===== config.mk =====
export PLATFORM = sky130hd
export DESIGN_NAME = ddr4_dqsw_wrlvl_ctrl
export DESIGN_NICKNAME = d
export VERILOG_FILES = /design/src/rtl/ddr4_dqsw_wrlvl_ctrl.sv
export SDC_FILE = /design/constraint.sdc
export NUM_CORES = 1
export LEC_CHECK = 0
export ABC_CLOCK_PERIOD_IN_PS = 3400
export BUFFER_PORTS_ARGS = -buffer_cell sky130_fd_sc_hd__buf_2
export CAP_MARGIN = 20
export CORE_ASPECT_RATIO = 0.8
export CORE_MARGIN = 10
export CORE_UTILIZATION = 40
export DETAILED_ROUTE_END_ITERATION = 7
export PLACE_DENSITY_LB_ADDON = 0.1
export SKIP_LAST_GASP = 1
export SLEW_MARGIN = 20
export SYNTH_ARGS = -nofsm -noshare
export SYNTH_HDL_FRONTEND = slang
export SYNTH_SLANG_ARGS = --single-unit

===== constraint.sdc =====
create_clock -name FAB_CLK -period 3.4 [get_ports FAB_CLK]
set_input_delay 0.17 -clock FAB_CLK [delete_from_list [all_inputs] [get_ports FAB_CLK]]
set_output_delay 0.17 -clock FAB_CLK [all_outputs]
set_load 0.005 [all_outputs]

===== src/rtl/ddr4_dqsw_wrlvl_ctrl.sv =====
// DDR4 DQSW write-leveling search: sweeps the DQSW delay line tap by tap and reports the
// first tap where majority-voted DQ feedback rises after having been seen low.
module ddr4_dqsw_wrlvl_ctrl #(
    parameter int unsigned TAP_W         = 8,
    parameter int unsigned MAX_TAPS      = 128,
    parameter int unsigned SETTLE_CYCLES = 8,
    parameter int unsigned FB_LAT        = 6,
    parameter int unsigned SAMPLE_COUNT  = 4
) (
    input  logic             FAB_CLK,
    input  logic             ARST,
    input  logic             START,
    output logic             BUSY,
    output logic             DONE,
    output logic             ERR,
    output logic [TAP_W-1:0] TAP_RESULT,
    output logic             DELAY_LINE_LOAD,
    output logic             DELAY_LINE_MOVE,
    output logic             DELAY_LINE_DIRECTION,
    input  logic             DELAY_LINE_OUT_OF_RANGE,
    output logic             EYE_MONITOR_CLEAR_FLAGS,
    output logic [1:0]       TX_DATA,
    output logic [1:0]       OE_DATA,
    input  logic [1:0]       RX_DATA
);

    localparam int unsigned CNT_MAX = (SETTLE_CYCLES > FB_LAT) ? SETTLE_CYCLES : FB_LAT;
    localparam int unsigned CNT_W   = (CNT_MAX < 2) ? 1 : $clog2(CNT_MAX + 1);
    localparam int unsigned SMP_W   = $clog2(SAMPLE_COUNT + 1);

    localparam logic [CNT_W-1:0] SETTLE_LAST = CNT_W'(SETTLE_CYCLES - 1);
    localparam logic [CNT_W-1:0] WAIT_LAST   = CNT_W'(FB_LAT - 1);
    localparam logic [SMP_W-1:0] SMP_LAST    = SMP_W'(SAMPLE_COUNT - 1);
    localparam logic [SMP_W:0]   SMP_TOTAL   = (SMP_W + 1)'(SAMPLE_COUNT);
    localparam logic [TAP_W-1:0] TAP_LAST    = TAP_W'(MAX_TAPS - 1);

    typedef enum logic [3:0] {
        StIdle, StLoad, StSettle, StPulse, StWait, StSample, StDecide, StMove, StDone, StFail
    } state_e;

    state_e             state_q, state_d;
    logic [TAP_W-1:0]   tap_q, tap_d, tap_result_q, tap_result_d;
    logic               seen_zero_q, seen_zero_d;
    logic [CNT_W-1:0]   cnt_q, cnt_d;
    logic [SMP_W-1:0]   samples_q, samples_d, ones_q, ones_d;
    logic               busy_d, done_d, err_d, load_d, move_d, clr_d;
    logic [1:0]         tx_d, oe_d;
    logic               vote;
    logic               unused_rx;

    assign unused_rx = RX_DATA[1];
    // Strict majority; a tie reads as 0.
    assign vote = {ones_q, 1'b0} > SMP_TOTAL;

    always_ff @(posedge FAB_CLK or posedge ARST) begin
        if (ARST) state_q <= StIdle;
        else      state_q <= state_d;
    end

    always_comb begin
        state_d      = state_q;
        tap_d        = tap_q;
        tap_result_d = tap_result_q;
        seen_zero_d  = seen_zero_q;
        cnt_d        = cnt_q;
        samples_d    = samples_q;
        ones_d       = ones_q;
        unique case (state_q)
            StIdle, StDone, StFail: begin
                if (START) begin
                    state_d     = StLoad;
                    tap_d       = '0;
                    seen_zero_d = 1'b0;
                end
            end
            StLoad: begin
                state_d = StSettle;
                cnt_d   = '0;
            end
            StSettle: begin
                if (cnt_q == SETTLE_LAST) begin
                    state_d   = StPulse;
                    cnt_d     = '0;
                    samples_d = '0;
                    ones_d    = '0;
                end else begin
                    cnt_d = cnt_q + 1'b1;
                end
            end
            StPulse: begin
                state_d = StWait;
                cnt_d   = '0;
            end
            StWait: begin
                if (cnt_q == WAIT_LAST) begin
                    state_d = StSample;
                    cnt_d   = '0;
                end else begin
                    cnt_d = cnt_q + 1'b1;
                end
            end
            StSample: begin
                ones_d    = ones_q + SMP_W'(RX_DATA[0]);
                samples_d = samples_q + 1'b1;
                state_d   = (samples_q == SMP_LAST) ? StDecide : StPulse;
            end
            StDecide: begin
                if (vote && seen_zero_q) begin
                    state_d      = StDone;
                    tap_result_d = tap_q;
                end else begin
                    if (!vote) seen_zero_d = 1'b1;
                    if (tap_q == TAP_LAST || DELAY_LINE_OUT_OF_RANGE) begin
                        state_d      = StFail;
                        tap_result_d = tap_q;
                    end else begin
                        state_d = StMove;
                    end
                end
            end
            StMove: begin
                tap_d   = tap_q + 1'b1;
                state_d = StSettle;
                cnt_d   = '0;
            end
            default: state_d = StIdle;
        endcase
    end

    // Outputs are decoded from the next state so every output is a plain flop.
    always_comb begin
        busy_d = 1'b1;
        done_d = 1'b0;
        err_d  = 1'b0;
        load_d = 1'b0;
        move_d = 1'b0;
        clr_d  = 1'b0;
        tx_d   = 2'b00;
        oe_d   = 2'b00;
        unique case (state_d)
            StIdle:  busy_d = 1'b0;
            StDone:  begin busy_d = 1'b0; done_d = 1'b1; end
            StFail:  begin busy_d = 1'b0; err_d  = 1'b1; end
            StLoad:  begin load_d = 1'b1; clr_d  = 1'b1; end
            StMove:  move_d = 1'b1;
            StPulse: begin tx_d = 2'b01; oe_d = 2'b11; end
            default: ;
        endcase
    end

    always_ff @(posedge FAB_CLK or posedge ARST) begin
        if (ARST) begin
            tap_q                   <= '0;
            tap_result_q            <= '0;
            seen_zero_q             <= 1'b0;
            cnt_q                   <= '0;
            samples_q               <= '0;
            ones_q                  <= '0;
            BUSY                    <= 1'b0;
            DONE                    <= 1'b0;
            ERR                     <= 1'b0;
            DELAY_LINE_LOAD         <= 1'b0;
            DELAY_LINE_MOVE         <= 1'b0;
            DELAY_LINE_DIRECTION    <= 1'b0;
            EYE_MONITOR_CLEAR_FLAGS <= 1'b0;
            TX_DATA                 <= 2'b00;
            OE_DATA                 <= 2'b00;
        end else begin
            tap_q                   <= tap_d;
            tap_result_q            <= tap_result_d;
            seen_zero_q             <= seen_zero_d;
            cnt_q                   <= cnt_d;
            samples_q               <= samples_d;
            ones_q                  <= ones_d;
            BUSY                    <= busy_d;
            DONE                    <= done_d;
            ERR                     <= err_d;
            DELAY_LINE_LOAD         <= load_d;
            DELAY_LINE_MOVE         <= move_d;
            DELAY_LINE_DIRECTION    <= busy_d;
            EYE_MONITOR_CLEAR_FLAGS <= clr_d;
            TX_DATA                 <= tx_d;
            OE_DATA                 <= oe_d;
        end
    end

    assign TAP_RESULT = tap_result_q;

endmodule


==> results.cfg, run 1 <==
[sta]
fin_hold_ws_ns = -0.0226
worstMarginPinSlew_ns = 0.694
finalSetupViolations = 0
tns_ns = 0
rsz0062_at_grt = no
slew_violations = 0
fmax_mhz = 488
clock-skew-final_ns = 0.00561
hold_viol_final = 18
slew_headroom_pct = 53.7
period_share_pct = 60.2
min_period_ns = 2.05

[place]
gp_congestion = 0.793
place.detailed.hpwl_um = 2760
port_buffers = 22

[cts]
clkLatencyLatePin_ns = 0.29
cts_setup_buffers = 0
cts_tree = yes
ctsResizeCount = 0
cts_made_buffers = 5
cts_hold_buffers = 0
cts_root_buf = clkbuf_8
clk_path_buf_depth = 2
clkTransAtPathRegs_ns = 0.08
htreeDepth = 2
clkSinkCount = 37

[finish]
syn2layout_area_growth_pct = 10.9
final_nets = 210
fillers = 436
drive_gt1_share_pct = 25.8
num_antenna_cells = 0

[logic_synthesis]
syn-cell-area_um2 = 1900
synth_common_cells = dfrtp_1 (37), nor2_1 (16), o21ai_0 (13)
synth-seq-cells = 37
yosysWarnings = 0
synth_top_area_share_pct = 48.7
synth.area.top_cells = dfrtp_1 (49%), mux2_2 (5.3%), ha_1 (4.6%), o21ai_0 (3.4%), nor2_1 (3.2%)
ys_seq_area_share_pct = 48.7
syn-num-nets = 190
synth_ff_type = dfrtp_1
yosys.area.top_type = dfrtp_1
synth.distinct_cells = 45
syn_avg_cell_area_um2 = 10.7
async_flop_share_pct = 100
synth-edff-count = 0
synthesis.instances = 177
synthMostInstantiatedCell = dfrtp_1

[floorplanning]
core-area_um2 = 4600
io_pins = 25
die_area_um2 = 7930
die_w_um = 97.1
die_h_um = 81.7
initial_core_util_pct = 41.3
rows = 22

[global_route]
grt_pass1_vias = 1372
antenna_found_initial = 0
grt_max_degree = 20
track_usage_pct = 10.1
grt_pass1_wl_um = 6600
grt_overflow = 0

[run]
maxCapViolCount = 0

[pwr]
power_density_nw_per_um2 = 727
p_leak_nw = 1.04
total_power_mw = 1.53
ir_worst_vdd_mv = 0.245

[detailed_routing]
num_vias = 1343
drt_iter0_drc = 45
ant_nets = 0
drtPass1Iterations = 5
wl_per_cell_um = 14.5
via_per_inst = 5.21
drt_wl_total_um = 3750
drc = 0

[min_path]
min_path_type = input port to async pin

[worst_setup_path]
path_max_fanout = 12
crit_path_start_kind = flip-flop
endpoint_kind = flip-flop
required_ns = 3.56
crit_type = flip-flop to flip-flop
cp_data_arrival_time_ns = 2.21

[status]
violations = negative hold slack
status = complete, but fails checks
-- cell families after synthesis --
| kind of cell | after synthesis | synth area share, % |
|---|---|---|
| and+or+nand+nor | 61 | 18.6 |
| AOI/OAI and AO/OA | 37 | 14.5 |
| DFF | 37 | 48.7 |
| buffers and inverters | 20 | 5.79 |
| muxes | 9 | 5.33 |
| adders and majority gates | 7 | 4.61 |
| xor gates and xnor gates | 5 | 2.30 |
| other | 1 | 0.197 |
-- power breakdown --
part           internal [mW]  leakage [nW]  switching, mW  total (mW)
Sequential             0.565         0.495          0.144       0.709
Combinational          0.262         0.496          0.263       0.525
Clock                  0.141        0.0439          0.157       0.298
Total                  0.968          1.04          0.564        1.53
-- layout by cell type (no fill, tap or decap), types with 2 or more instances in the layout --
cell type,synthesis,routed
a21oi_1,5,5
a22o_1,4,4
a2bb2oi_1,3,3
and3_1,2,2
buf_2,1,22
clkbuf_8,0,5
clkinv_2,0,2
dfrtp_1,37,37
ha_1,7,7
inv_1,9,9
mux2_2,9,9
nand2_1,11,11
nand2b_1,3,3
nand3_1,6,6
nand3b_1,4,4
nand4b_1,2,2
nor2_1,16,16
nor2b_1,3,3
nor3_1,3,3
o21ai_0,13,13
o21ai_1,2,2
o31ai_1,2,2
or2_2,2,2
xnor2_1,2,2
xor2_1,3,3
-- path summary, 6_finish.rpt --
kind / startpoint / to / slack [ns] / cells past startpoint
max in group asynchronous: ARST / samples_q[2] / 2.69 / 3
worst max-delay path: state_q[3] / DELAY_LINE_DIRECTION / 1.35 / 5
worst max register to register: state_q[3] / DELAY_LINE_DIRECTION / 1.35 / 5
worst min-delay path: ARST / TAP_RESULT[6] / -0.02 / 2
worst min register to register: samples_q[2] / samples_q[2] / 0.48 / 2
min in group FAB_CLK: DELAY_LINE_OUT_OF_RANGE / state_q[2] / 0.17 / 2
-- sequential cells by signal, summed over array words and instances (netlist names) --
register,count
state_q,4
OE_DATA,1
ERR,1
TAP_RESULT,8
DELAY_LINE_MOVE,1
EYE_MONITOR_CLEAR_FLAGS,1
samples_q,3
ones_q,3
DONE,1
seen_zero_q,1
cnt_q,4
DELAY_LINE_DIRECTION,1
tap_q,8
-- per-layer routing --
metal / part of all wire [%] / vias up / routed length, µm / GRT usage (%)
met2: 43 / 22 / 1620 / 16.0
met5: 0 / - / 0 / 0
met1: 51 / 663 / 1910 / 12.6
met4: 1.3 / 0 / 49 / 4.41
li1: - / 653 / - / -
met3: 4.5 / 5 / 167 / 3.19
-- worst max-delay path, stage by stage (launching register included) --
cell       delay (ns)
dfrtp_1          0.60
inv_1            0.20
a2111oi_4        0.66
nor3b_2          0.15
a21oi_1          0.21
o21ai_1          0.09
-- stage by stage --
stage	hold WS, ns	worst slack [ns]	instances	area [µm²]	utilization, %
2_1_floorplan	0.301	1.67	177	1900	-
4_1_cts	0.00224	1.32	258	2110	45.8
3_3_place_gp	0.311	1.37	250	2020	44.0
3_5_place_dp	0.322	1.34	250	2020	44.0
5_1_grt	0.0271	1.13	258	2110	45.8
6_report	-0.0226	1.35	258	2110	45.8
-- final cells by class --
type                    count  area [µm²]  share of cell area (%)
multi-input cells         120         865                    41.0
repair buffers             23         118                    5.58
well taps                  60        75.1                    3.56
inverters                  10        37.5                    1.78
flip-flops and latches     37         926                    43.9
clock inverters             3        17.5                   0.831
clock buffers               5        68.8                    3.27
Note: power is estimated with default switching activity, not from simulation.
==> run 2, diff against run 1 <==
ABC_CLOCK_PERIOD_IN_PS = 2100   (was 3400)
clock period = 2.1 ns   (was 3.4 ns; I/O delays follow)
==> results.cfg, run 2 (synthesis results as in run 1) <==
[global_route]
grt_overflow = 0
grt_max_degree = 38
track_usage_pct = 10.1
antenna_found_initial = 0
grt_pass1_vias = 1381
grt_pass1_wl_um = 6530

[detailed_routing]
drtPass1Iterations = 4
num_vias = 1350
drt_iter0_drc = 43
ant_nets = 0
wl_per_cell_um = 14.4
drc = 0
drt_wl_total_um = 3790
via_per_inst = 5.13

[sta]
min_period_ns = 1.94
finalSetupViolations = 0
hold_viol_final = 0
worstMarginPinSlew_ns = 0.542
fmax_mhz = 517
period_share_pct = 92.1
fin_hold_ws_ns = 0.109
rsz0062_at_grt = no
tns_ns = 0
clock-skew-final_ns = 0.00555
slew_headroom_pct = 63.9
slew_violations = 0

[worst_setup_path]
endpoint_kind = flip-flop
cp_data_arrival_time_ns = 2.11
r2r_slack_ns = 0.16
rr_startpoint = tap_q[0]
crit_path_start_kind = flip-flop
reg2reg_depth = 6
path_max_fanout = 8
r2r-end = TAP_RESULT[2]
crit_type = flip-flop to flip-flop
required_ns = 2.28

[finish]
final-seq-area_um2 = 926
drive_gt1_share_pct = 26.6
finalNonFillerCells = 263
multi_input_area_um2 = 865
layout_common_cells = dfrtp_1 (37), buf_2 (22), nor2_1 (16), o21ai_0 (13), nand2_1 (11)
fillers = 425
num_antenna_cells = 0
mostFrequentLayoutCell = dfrtp_1
final_nets = 215
syn2layout_area_growth_pct = 14.5

[pwr]
p_leak_nw = 1.07
power_density_nw_per_um2 = 1220
ir_worst_vdd_mv = 0.496

[place]
place.detailed.hpwl_um = 2820
dp.cells = 254
gp_congestion = 0.787
port_buffers = 22

[cts]
cts_made_buffers = 5
cts_tree = yes
ctsResizeCount = 0
clkLatencyLatePin_ns = 0.29
htreeDepth = 2
clkSinkCount = 37
clkTransAtPathRegs_ns = 0.07
cts_hold_buffers = 1
cts_root_buf = clkbuf_8
clk_path_buf_depth = 2
cts_setup_buffers = 0

[floorplanning]
rows = 22
initial_core_util_pct = 41.3
die_h_um = 81.7
die_area_um2 = 7930
io_pins = 25
core-area_um2 = 4600
die_w_um = 97.1

[min_path]
min_to = state_q[2]
min_path_cells = 2
hold_start = DELAY_LINE_OUT_OF_RANGE
min_path_type = input port to flip-flop

[status]
status = completed

[run]
maxCapViolCount = 0
==> run 2: cell types whose count changed in the layout (fill, tap and decap cells not counted) <==
cell / delta
buf_4: +4
bufinv_16: +1
clkbuf_1: +1
clkbuf_8: +1
clkinv_2: -2
clkinvlp_4: -1
dlygate4sd3_1: +1
==> run 2: how the worst max path moves through the flow <==
stage / startpoint / end / depth (start not counted)
2_1_floorplan: tap_q[0] / TAP_RESULT[0] / 6
3_3_place_gp: tap_q[0] / TAP_RESULT[5] / 6
3_5_place_dp: tap_q[0] / TAP_RESULT[5] / 6
4_1_cts: tap_q[0] / TAP_RESULT[5] / 6
5_1_grt: state_q[3] / tap_q[2] / 5
6_report: tap_q[0] / TAP_RESULT[2] / 6
==> run 2: routing by layer <==
metal / wire length [µm] / vias up / share of wire, % / GRT usage [%]
li1: - / 663 / - / -
met1: 1790 / 654 / 47 / 11.5
met2: 1760 / 27 / 46 / 16.9
met3: 185 / 6 / 4.9 / 3.69
met4: 55 / 0 / 1.5 / 4.41
met5: 0 / - / 0 / 0
==> run 2: stage by stage <==
stage	utilization, %	power [mW]	setup WS (ns)	area, µm²
floorplan	-	1.81	0.374	1900
global placement	44.6	2.01	0.216	2050
detailed placement	44.6	2.05	0.163	2050
CTS	47.4	2.69	0.145	2180
global route	47.4	2.88	0.0477	2180
finish	47.4	2.65	0.165	2180
==> run 2: final cells by class <==
type / count / share of cell area, %
Tap cell: 60 / 3.45
Multi-Input combinational cell: 120 / 39.7
Sequential cell: 37 / 42.5
Clock inverter: 1 / 1.38
Clock buffer: 7 / 3.97
Inverter: 10 / 1.72
Timing Repair Buffer: 28 / 7.24
==> run 2: critical path: stages (launching register included) <==
cell and delay, ns:
dfrtp_1 0.42, ha_1 0.25, nand3_1 0.13, o22ai_1 0.15
or2_2 0.36, nand2_4 0.15, mux2_2 0.35
==> run 2: where the power goes <==
part / leakage [nW] / switching, mW / internal, mW
Clock: 0.0585 / 0.241 / 0.387
Combinational: 0.520 / 0.448 / 0.446
Sequential: 0.495 / 0.209 / 0.916
